## src/rtl/fetch_pkg.sv

```systemverilog
// fetch_pkg: shared types and constants for the instruction fetch stage.
// Holds the fetch FSM state enum, the NOP encoding and reset/step defaults.
package fetch_pkg;

  typedef enum logic [1:0] {
    ST_REQ  = 2'd0,
    ST_WAIT = 2'd1,
    ST_HOLD = 2'd2,
    ST_DROP = 2'd3
  } fetch_state_e;

  localparam logic [31:0] NOP_INST = 32'h0000_0013;

  localparam int unsigned DEF_RESET_PC = 32'd0;
  localparam int unsigned DEF_PC_STEP  = 32'd4;

endpackage

```

## src/rtl/fetch_out_buf.sv

```systemverilog
// fetch_out_buf: output register feeding IF/ID plus a one-entry skid.
// Ports: clk, rst_n (sync, active-low); flush_i/load_i/push_i/pop_i/
// consume_i controls; inst_i/pc_i data in; valid_o/inst_o/pc_o output
// register; skid_valid_o skid occupancy.
module fetch_out_buf
  import fetch_pkg::*;
#(
  parameter int PC_W   = 64,
  parameter int INST_W = 32
) (
  input  logic              clk,
  input  logic              rst_n,
  input  logic              flush_i,
  input  logic              load_i,
  input  logic              push_i,
  input  logic              pop_i,
  input  logic              consume_i,
  input  logic [INST_W-1:0] inst_i,
  input  logic [PC_W-1:0]   pc_i,
  output logic              valid_o,
  output logic [INST_W-1:0] inst_o,
  output logic [PC_W-1:0]   pc_o,
  output logic              skid_valid_o
);

  localparam logic [INST_W-1:0] NOP = INST_W'(NOP_INST);

  logic              ov_q, ov_d;
  logic [INST_W-1:0] oi_q, oi_d;
  logic [PC_W-1:0]   op_q, op_d;
  logic              sv_q, sv_d;
  logic [INST_W-1:0] si_q, si_d;
  logic [PC_W-1:0]   sp_q, sp_d;

  // Later assignments win: flush beats everything, a refill beats
  // the plain consume that empties the register.
  always_comb begin
    ov_d = ov_q;
    oi_d = oi_q;
    op_d = op_q;
    sv_d = sv_q;
    si_d = si_q;
    sp_d = sp_q;
    if (consume_i) begin
      ov_d = 1'b0;
      oi_d = NOP;
      op_d = '0;
    end
    if (load_i) begin
      ov_d = 1'b1;
      oi_d = inst_i;
      op_d = pc_i;
    end
    if (pop_i) begin
      ov_d = 1'b1;
      oi_d = si_q;
      op_d = sp_q;
      sv_d = 1'b0;
    end
    if (push_i) begin
      sv_d = 1'b1;
      si_d = inst_i;
      sp_d = pc_i;
    end
    if (flush_i) begin
      ov_d = 1'b0;
      oi_d = NOP;
      op_d = '0;
      sv_d = 1'b0;
    end
  end

  always_ff @(posedge clk) begin
    if (!rst_n) begin
      ov_q <= 1'b0;
      oi_q <= NOP;
      op_q <= '0;
      sv_q <= 1'b0;
      si_q <= NOP;
      sp_q <= '0;
    end else begin
      ov_q <= ov_d;
      oi_q <= oi_d;
      op_q <= op_d;
      sv_q <= sv_d;
      si_q <= si_d;
      sp_q <= sp_d;
    end
  end

  assign valid_o      = ov_q;
  assign inst_o       = oi_q;
  assign pc_o         = op_q;
  assign skid_valid_o = sv_q;

endmodule

```

## src/rtl/instr_fetch_unit.sv

```systemverilog
// instr_fetch_unit: IF stage; owns the PC, single-outstanding imem fetch,
// feeds IF/ID. Ports: clk, arst_n (sync active-low); imem_req_* / imem_rsp_*
// memory handshake; redirect_valid/redirect_pc from EX/MEM; stall from
// hazard unit; if_valid/if_inst/if_pc to IF/ID; misalign_err sticky flag.
// Optional: FETCH_MISALIGN_CHK_EN enables misaligned-redirect checking.
module instr_fetch_unit
  import fetch_pkg::*;
#(
  parameter int              PC_W     = 64,
  parameter int              INST_W   = 32,
  parameter logic [PC_W-1:0] RESET_PC = PC_W'(DEF_RESET_PC),
  parameter logic [PC_W-1:0] PC_STEP  = PC_W'(DEF_PC_STEP)
) (
  input  logic              clk,
  input  logic              arst_n,
  output logic              imem_req_valid,
  input  logic              imem_req_ready,
  output logic [PC_W-1:0]   imem_req_addr,
  input  logic              imem_rsp_valid,
  input  logic [INST_W-1:0] imem_rsp_data,
  input  logic              redirect_valid,
  input  logic [PC_W-1:0]   redirect_pc,
  input  logic              stall,
  output logic              if_valid,
  output logic [INST_W-1:0] if_inst,
  output logic [PC_W-1:0]   if_pc,
  output logic              misalign_err
);

  fetch_state_e    state_q, state_d;
  logic [PC_W-1:0] pc_q, pc_d;
  logic [PC_W-1:0] redir_tgt;

  logic buf_flush;
  logic buf_load;
  logic buf_push;
  logic buf_pop;
  logic consume;
  logic out_free;
  logic skid_valid;

  assign consume  = if_valid & ~stall;
  assign out_free = ~if_valid | ~stall;

`ifdef FETCH_MISALIGN_CHK_EN
  logic mis_q, mis_d;

  assign redir_tgt = {redirect_pc[PC_W-1:2], 2'b00};

  always_comb begin
    mis_d = mis_q;
    if (redirect_valid && (redirect_pc[1:0] != 2'b00)) begin
      mis_d = 1'b1;
    end
  end

  always_ff @(posedge clk) begin
    if (!arst_n) begin
      mis_q <= 1'b0;
    end else begin
      mis_q <= mis_d;
    end
  end

  assign misalign_err = mis_q;
`else
  assign redir_tgt    = redirect_pc;
  assign misalign_err = 1'b0;
`endif

  // Request only when the output can take the result without stalling
  // the pipe; held low during reset and on a redirect cycle.
  assign imem_req_valid = arst_n
                        & (state_q == ST_REQ)
                        & ~redirect_valid
                        & out_free;
  assign imem_req_addr  = pc_q;

  always_comb begin
    state_d   = state_q;
    pc_d      = pc_q;
    buf_flush = 1'b0;
    buf_load  = 1'b0;
    buf_push  = 1'b0;
    buf_pop   = 1'b0;
    unique case (state_q)
      ST_REQ: begin
        if (imem_req_valid && imem_req_ready) begin
          state_d = ST_WAIT;
        end
      end
      ST_WAIT: begin
        if (imem_rsp_valid) begin
          pc_d = pc_q + PC_STEP;
          if (out_free) begin
            buf_load = 1'b1;
            state_d  = ST_REQ;
          end else begin
            buf_push = 1'b1;
            state_d  = ST_HOLD;
          end
        end
      end
      ST_HOLD: begin
        if (consume && skid_valid) begin
          buf_pop = 1'b1;
          state_d = ST_REQ;
        end
      end
      ST_DROP: begin
        if (imem_rsp_valid) begin
          state_d = ST_REQ;
        end
      end
      default: state_d = ST_REQ;
    endcase
    // Redirect overrides everything. An in-flight response that has
    // not yet returned must be swallowed in DROP before re-requesting.
    if (redirect_valid) begin
      pc_d      = redir_tgt;
      buf_flush = 1'b1;
      buf_load  = 1'b0;
      buf_push  = 1'b0;
      buf_pop   = 1'b0;
      if ((state_q == ST_WAIT) || (state_q == ST_DROP)) begin
        state_d = imem_rsp_valid ? ST_REQ : ST_DROP;
      end else begin
        state_d = ST_REQ;
      end
    end
  end

  always_ff @(posedge clk) begin
    if (!arst_n) begin
      state_q <= ST_REQ;
      pc_q    <= RESET_PC;
    end else begin
      state_q <= state_d;
      pc_q    <= pc_d;
    end
  end

  fetch_out_buf #(
    .PC_W   (PC_W),
    .INST_W (INST_W)
  ) u_out_buf (
    .clk          (clk),
    .rst_n        (arst_n),
    .flush_i      (buf_flush),
    .load_i       (buf_load),
    .push_i       (buf_push),
    .pop_i        (buf_pop),
    .consume_i    (consume),
    .inst_i       (imem_rsp_data),
    .pc_i         (pc_q),
    .valid_o      (if_valid),
    .inst_o       (if_inst),
    .pc_o         (if_pc),
    .skid_valid_o (skid_valid)
  );

endmodule
```

## config.mk

```make
export PLATFORM = sky130hd
export DESIGN_NAME = instr_fetch_unit
export DESIGN_NICKNAME = d
export VERILOG_FILES = /design/src/rtl/fetch_pkg.sv /design/src/rtl/fetch_out_buf.sv /design/src/rtl/instr_fetch_unit.sv
export SDC_FILE = /design/constraint.sdc
export NUM_CORES = 1
export LEC_CHECK = 0
export CAP_MARGIN = 20
export CORE_MARGIN = 2
export CORE_UTILIZATION = 40
export DETAILED_ROUTE_END_ITERATION = 6
export HOLD_SLACK_MARGIN = 0.12
export PLACE_DENSITY = 0.68
export SYNTH_ARGS = -nofsm -noshare
export SYNTH_HDL_FRONTEND = slang
export SYNTH_SLANG_ARGS = --single-unit
```

## constraint.sdc

```tcl
create_clock -name clk -period 2.1 [get_ports clk]
set_input_delay 0.21 -clock clk [delete_from_list [all_inputs] [get_ports clk]]
set_output_delay 0.21 -clock clk [all_outputs]
set_load 0.005 [all_outputs]
```

Yosys cells after proc, flatten, opt, wreduce, memory -nomap -nowiden
Index checks and enable logic that the tools add are counted.
{"block": "totals", "ff_bits": 260, "latchBits": 0, "mem_bits_rw": 0, "romBits": 0, "in_bits": 102, "out_inout_bits": 163, "word_cells": 71, "n_memories": 0}
{"block": "classes", "n_addsub": 1, "multipliers": 0, "div": 0, "order_cmp": 0, "n_eq_ne": 7, "shift": 0, "muxes": 35, "n_bitwise": 9, "n_reduce_logical": 11}
{"op": "two-way mux 64 bit", "n": 6}
{"op": "two-way mux 32 bit", "n": 3}
{"op": "adder 64 x 3 -> 64 bit, second input constant", "n": 1}
{"op": "two-way mux 1 bit", "n": 17}
{"op": "two-way mux 2 bit", "n": 8}
{"op": "inequality test 3 bit, second input constant", "n": 3}
{"op": "case mux 2 bit (4 select lines)", "n": 1}
{"op": "nonzero test 2 bit", "n": 3}
{"op": "AND 1 bit", "n": 4}
{"op": "equality test 2 bit, second input constant", "n": 2}
{"op": "NOT 1 bit", "n": 4}
{"op": "AND reduction 4 bit", "n": 1}
{"op": "inequality test 3 x 2 -> 1 bit, second input constant", "n": 1}
{"op": "nonzero test 3 bit", "n": 1}
{"op": "equality test 2 x 1 -> 1 bit, second input constant", "n": 1}
{"op": "logical AND 1 bit", "n": 2}
{"op": "logical NOT 2 bit", "n": 1}
{"op": "AND reduction 2 bit", "n": 1}
{"op": "OR reduction 2 bit", "n": 1}
{"op": "logical OR 1 bit", "n": 1}
{"op": "bitwise OR 1 bit", "n": 1}

Longest topological paths before layout
{"block": "logic_depth", "ltp_word": 8, "depth_mapped": 8, "ltp_nobuf": 6}

By module
From an unflattened synthesis, not the netlist that was laid out.
{"block": "hier_totals", "hier_cells": 1349, "area_unflattened_um2": 12799.8}
{"module": "fetch_out_buf", "instances": 1, "cells_each": 861, "area_per_inst_um2": 8846.0}
{"module": "instr_fetch_unit", "instances": 1, "cells_each": 488, "area_per_inst_um2": 3953.8}

Least setup slack after synthesis
OpenSTA, ideal clock, no wires.
{"block": "synth_path", "kind": "register to register", "from": "register pc_q[5] (netlist: imem_req_addr[5])", "to": "register pc_q[62] (netlist: imem_req_addr[62])", "arrival_ns": 2.341, "t_required_ns": 2.037, "slack_ns": -0.303, "stages_incl_launch_ff": 8, "path_buffers": 2, "synth_period_minus_slack_ns": 2.403, "path_cell_list": "dfxtp_1 buf_2 nand4_2 or4_4 or4_1 buf_2 or4_1 nand3_1"}
{"block": "synth_via", "elab_chain_len": 4}
{"element": "start, declared", "line": "instr_fetch_unit.sv:31", "text": "logic [PC_W-1:0] pc_q, pc_d;"}
{"element": "start signal, assigned", "line": "instr_fetch_unit.sv:139", "text": "pc_q <= pc_d;"}
{"element": "adder 64 x 3 -> 64 bit", "line": "instr_fetch_unit.sv:94", "text": "pc_d = pc_q + PC_STEP;"}
{"element": "two-way mux 64 bit", "line": "instr_fetch_unit.sv:93", "text": "if (imem_rsp_valid) begin"}
{"element": "two-way mux 64 bit", "line": "instr_fetch_unit.sv:86", "text": "unique case (state_q)"}
{"element": "two-way mux 64 bit", "line": "instr_fetch_unit.sv:119", "text": "if (redirect_valid) begin"}
Every way passes these cells. The select of a mux whose other input is x is not followed.
A chain may end at the register's enable or synchronous reset.

Worst setup path after layout
{"block": "layout_path", "from": "register state_q[1]", "to": "register pc_q[62] (netlist: imem_req_addr[62])"}
{"block": "layout_via", "elab_chain_len": 3}
{"element": "start, declared", "line": "instr_fetch_unit.sv:30", "text": "fetch_state_e state_q, state_d;"}
{"element": "start signal, assigned", "line": "instr_fetch_unit.sv:138", "text": "state_q <= state_d;"}
{"element": "equality test 2 x 1 -> 1 bit", "line": "instr_fetch_unit.sv:86"}
{"element": "nonzero test 2 bit (no source line)"}
{"element": "AND reduction 2 bit (no source line)"}
Every way passes these cells.

==> flow_summary.toml <==
[outcome]
outcome = "finished with violations"
violations = "setup timing"

[critical_path]
worst_path_max_delay_cell = "sky130_fd_sc_hd__or4_4"
setup_crit_end_kind = "flop"
critPathRequiredTime_ns = 2.51
worst_path_most_repeated_cell = "sky130_fd_sc_hd__or4_4"
timing.critical_path.from_type = "flop"
criticalPathCategory = "reg2reg"
critPathMaxFanout = 4
path_cells = "nand3b_1 -> or4_4 -> or4_4 -> o41ai_1 -> nand3_1"
arrival_ns = 2.52
worst_path_largest_cell_delay_ns = 0.53

[logic_synthesis]
synth_cells = 1360
synth-async-reset-ratio_pct = 0
ys.warnings.count = 0
synth.cell_area_um2 = 11810
synth.net_count = 1463
post_synth_num_cell_types = 53
sequential_fraction_of_the_synthesis_area_pct = 44.09
postSynthRegisterBits = 260
syn_area_per_cell_um2 = 8.681
synth-edff-count = 0
most_frequently_used_flop_master_after_synthesis = "sky130_fd_sc_hd__dfxtp_1"

[timing]
report.final.hold_viol_count = 0
unrepaired_setup_endpoints_after_global_routing = "yes"
slew_headroom_pct = 60.82
finalSetupTns_ns = -0.01408
setup_slack_ns = -0.01408
period_share_pct = 100.7
post-route-min-period_ns = 2.114
maxSlewViolCount = 0
clock_skew_after_layout_ns = 0.01281
tightest_slew_ns = 0.5877
max_freq_mhz = 473.0
finalSetupViolations = 1

[grt]
grt_start_max_net_pins = 114
grt_first_pass_wirelength_um = 59140
grtUsageTotal_pct = 23.38
antenna_found_initial = 6
first_global_vias = 11086
globalRoute.totalOverflow = 0

[place]
post-dp-hpwl_um = 25600
dp_cells = 2018
gp_congestion = 0.8434
numPortBuffers = 263
detailed_place.area_um2 = 15740

[power_and_ir_drop]
worst_ir_drop_vdd_uv = 679.6
power_leakage_nw = 6.263
power.density_cell_area_nw_per_um2 = 671.7
power_mw = 11.43

[floorplanning]
fp-row-count = 62
die-width_um = 175.8
ioPinCount = 265
coreArea_um2 = 28860
floorplan.die_area_um2 = 30910
chipHeight_um = 175.8
initial_utilization_pct = 40.91

[job]
maxCapViolations = 0

[finish]
final_cell_count_no_fill = 2088
synthToLayoutAreaGrowth_pct = 44.11
fin_nets = 1782
layout_cell_area_excl_fill_um2 = 17010
post_route_cells_drive_above_1_share_pct = 19.48

[drt]
drtPass1Iterations = 5
drcViolationCount = 0
route.antenna.remaining_nets = 0
drt_first_iter_violations = 778
wl_per_cell_um = 17.96
wirelength_um = 37490
detailroute.via_count = 11267
ratio_of_routed_vias_to_standard_cells = 5.396

[clocking]
cts.clk_slew.worst_paths_ns = 0.06
cts_buffers = 28
maximum_buffer_depth_of_the_clock_tree = 3
htree_num_levels = 1
clkLatencyLatePin_ns = 0.54
root_buffer = "sky130_fd_sc_hd__clkbuf_16"
cts_tree = "built"
ctsHoldBuffers = 0
sinks_on_clock_net = 260

[min_path]
worst_hold_path_type = "in2reg"
synthesized netlist by cell type, drive strengths merged, types with 2 or more instances:
cell type	instances	area share (%)
o2111ai	2	0.15
clkbuf	102	3.3
and3	8	0.42
and4	8	0.59
mux2i	6	0.51
dfxtp	260	44
a21boi	94	6.0
o21a	3	0.19
o2bb2ai	3	0.22
buf	13	0.48
or4	18	1.2
and2	5	0.26
nor2	115	3.7
o21ai	46	1.9
o31ai	15	0.95
or3	10	0.53
nand2	236	7.5
inv	10	0.32
o311a	2	0.17
a211oi	4	0.25
nor3	12	0.51
a22oi	93	5.9
o211a	21	1.8
a31oi	19	1.0
nor3b	4	0.25
nor4	12	0.87
xnor2	18	1.3
nand2b	17	0.90
a21oi	11	0.47
xor2	10	0.74
nand4	24	1.3
nor4b	5	0.37
mux2	93	8.9
nor2b	5	0.26
nand3	44	1.9
a32oi	2	0.15
layer usage:
metal	GRT usage [%]	routed length, um	up-vias	part of all wire (%)
met2	39.71	17950	320	48
met3	5.368	2356	59	6.3
met5	0	13	-	0.035
li1	-	-	5464	-
met4	6.267	843	2	2.2
met1	29.82	16320	5422	44
registers in the layout, indices dropped and copies added, names as in the netlist:
name,cells
u_out_buf.valid_o,1
u_out_buf.si_q,32
u_out_buf.skid_valid_o,1
u_out_buf.sp_q,64
u_out_buf.inst_o,32
imem_req_addr,64
u_out_buf.pc_o,64
state_q,2
layout make-up:
class,instances,area (um2)
fill,2523,11840
multi-input combinational,975,6369
sequential,260,5219
timing repair buffer,404,3940
clock buffer,40,827.0
tap,384,480.5
clock inverter,10,128.9
inverter,10,37.54
antenna,5,12.51
per-stage QoR:
step | hold WS (ns) | worst slack [ns] | util (%)
2_1_floorplan | 0.3342 | -0.06183 | -
3_3_place_gp | 0.4477 | -0.2978 | 54.53
3_5_place_dp | 0.4539 | -0.3989 | 54.53
4_1_cts | 0.1531 | -0.06751 | 58.01
5_1_grt | 0.1765 | -0.09745 | 58.96
6_report | 0.1631 | -0.01408 | 58.96
final timing paths:
check,startpoint,endpoint,slack (ns),cells past startpoint
worst max-delay path,state_q[1],imem_req_addr[62],-0.01,5
worst min-delay path,redirect_valid,u_out_buf.inst_o[0],0.16,3
worst max register to register,state_q[1],imem_req_addr[62],-0.01,5
worst min register to register,u_out_buf.sp_q[38],u_out_buf.sp_q[38],0.46,2
critical path, delay by kind of cell, from the launching register on:
family / cells / cell delay, ns
AOI/OAI and AO/OA: 1 / 0.39
DFF: 1 / 0.31
and+or+nand+nor: 4 / 1.29
timing repair:
| item | 4_1_cts | 5_1_grt |
|---|---|---|
| pin swaps | 2 | 17 |
| setup endpoints to repair | 11 | 32 |
| setup buffers | 3 | 11 |
| gates cloned | 0 | 1 |
| gates resized for setup | 6 | 34 |
kinds of logic after synthesis:
family                   synth area share (%)
AND/OR/NAND/NOR                         20.87
AO/OA/AOI/OAI                           19.40
flip-flops                              44.09
buffers and inverters                   4.048
multiplexers                            9.379
XOR/XNOR                                2.077
adder cells (fa/ha/maj)                0.1060
other                                 0.03176
placed cells by master, fill, tap and decap left out, types with 7 or more instances in the layout:
cell type / instances
sky130_fd_sc_hd__clkdlybuf4s50_1: 260
sky130_fd_sc_hd__dfxtp_1: 249
sky130_fd_sc_hd__nand2_1: 233
sky130_fd_sc_hd__buf_4: 119
sky130_fd_sc_hd__nor2_1: 114
sky130_fd_sc_hd__a21boi_0: 94
sky130_fd_sc_hd__mux2_2: 93
sky130_fd_sc_hd__a22oi_1: 93
sky130_fd_sc_hd__o21ai_0: 46
sky130_fd_sc_hd__nand3_1: 38
sky130_fd_sc_hd__clkbuf_16: 30
sky130_fd_sc_hd__nand4_1: 23
sky130_fd_sc_hd__o211a_1: 21
sky130_fd_sc_hd__a31oi_1: 19
sky130_fd_sc_hd__xnor2_1: 18
sky130_fd_sc_hd__buf_12: 18
sky130_fd_sc_hd__nand2b_1: 17
sky130_fd_sc_hd__o31ai_1: 14
sky130_fd_sc_hd__or4_1: 13
sky130_fd_sc_hd__a21oi_1: 11
sky130_fd_sc_hd__dfxtp_2: 11
sky130_fd_sc_hd__nor3_1: 10
sky130_fd_sc_hd__xor2_1: 10
sky130_fd_sc_hd__inv_1: 9
sky130_fd_sc_hd__or3_1: 9
sky130_fd_sc_hd__and4_1: 8
sky130_fd_sc_hd__and3_1: 8
sky130_fd_sc_hd__nor4_4: 7
power by group:
| part | leakage, nW | internal [mW] | switching, mW | total [mW] |
|---|---|---|---|---|
| Combinational | 3.67 | 0.665 | 0.543 | 1.21 |
| Clock | 0.476 | 3.09 | 2.01 | 5.10 |
| Sequential | 2.11 | 5.03 | 0.0866 | 5.12 |
Power figures use the tool's default switching activity.
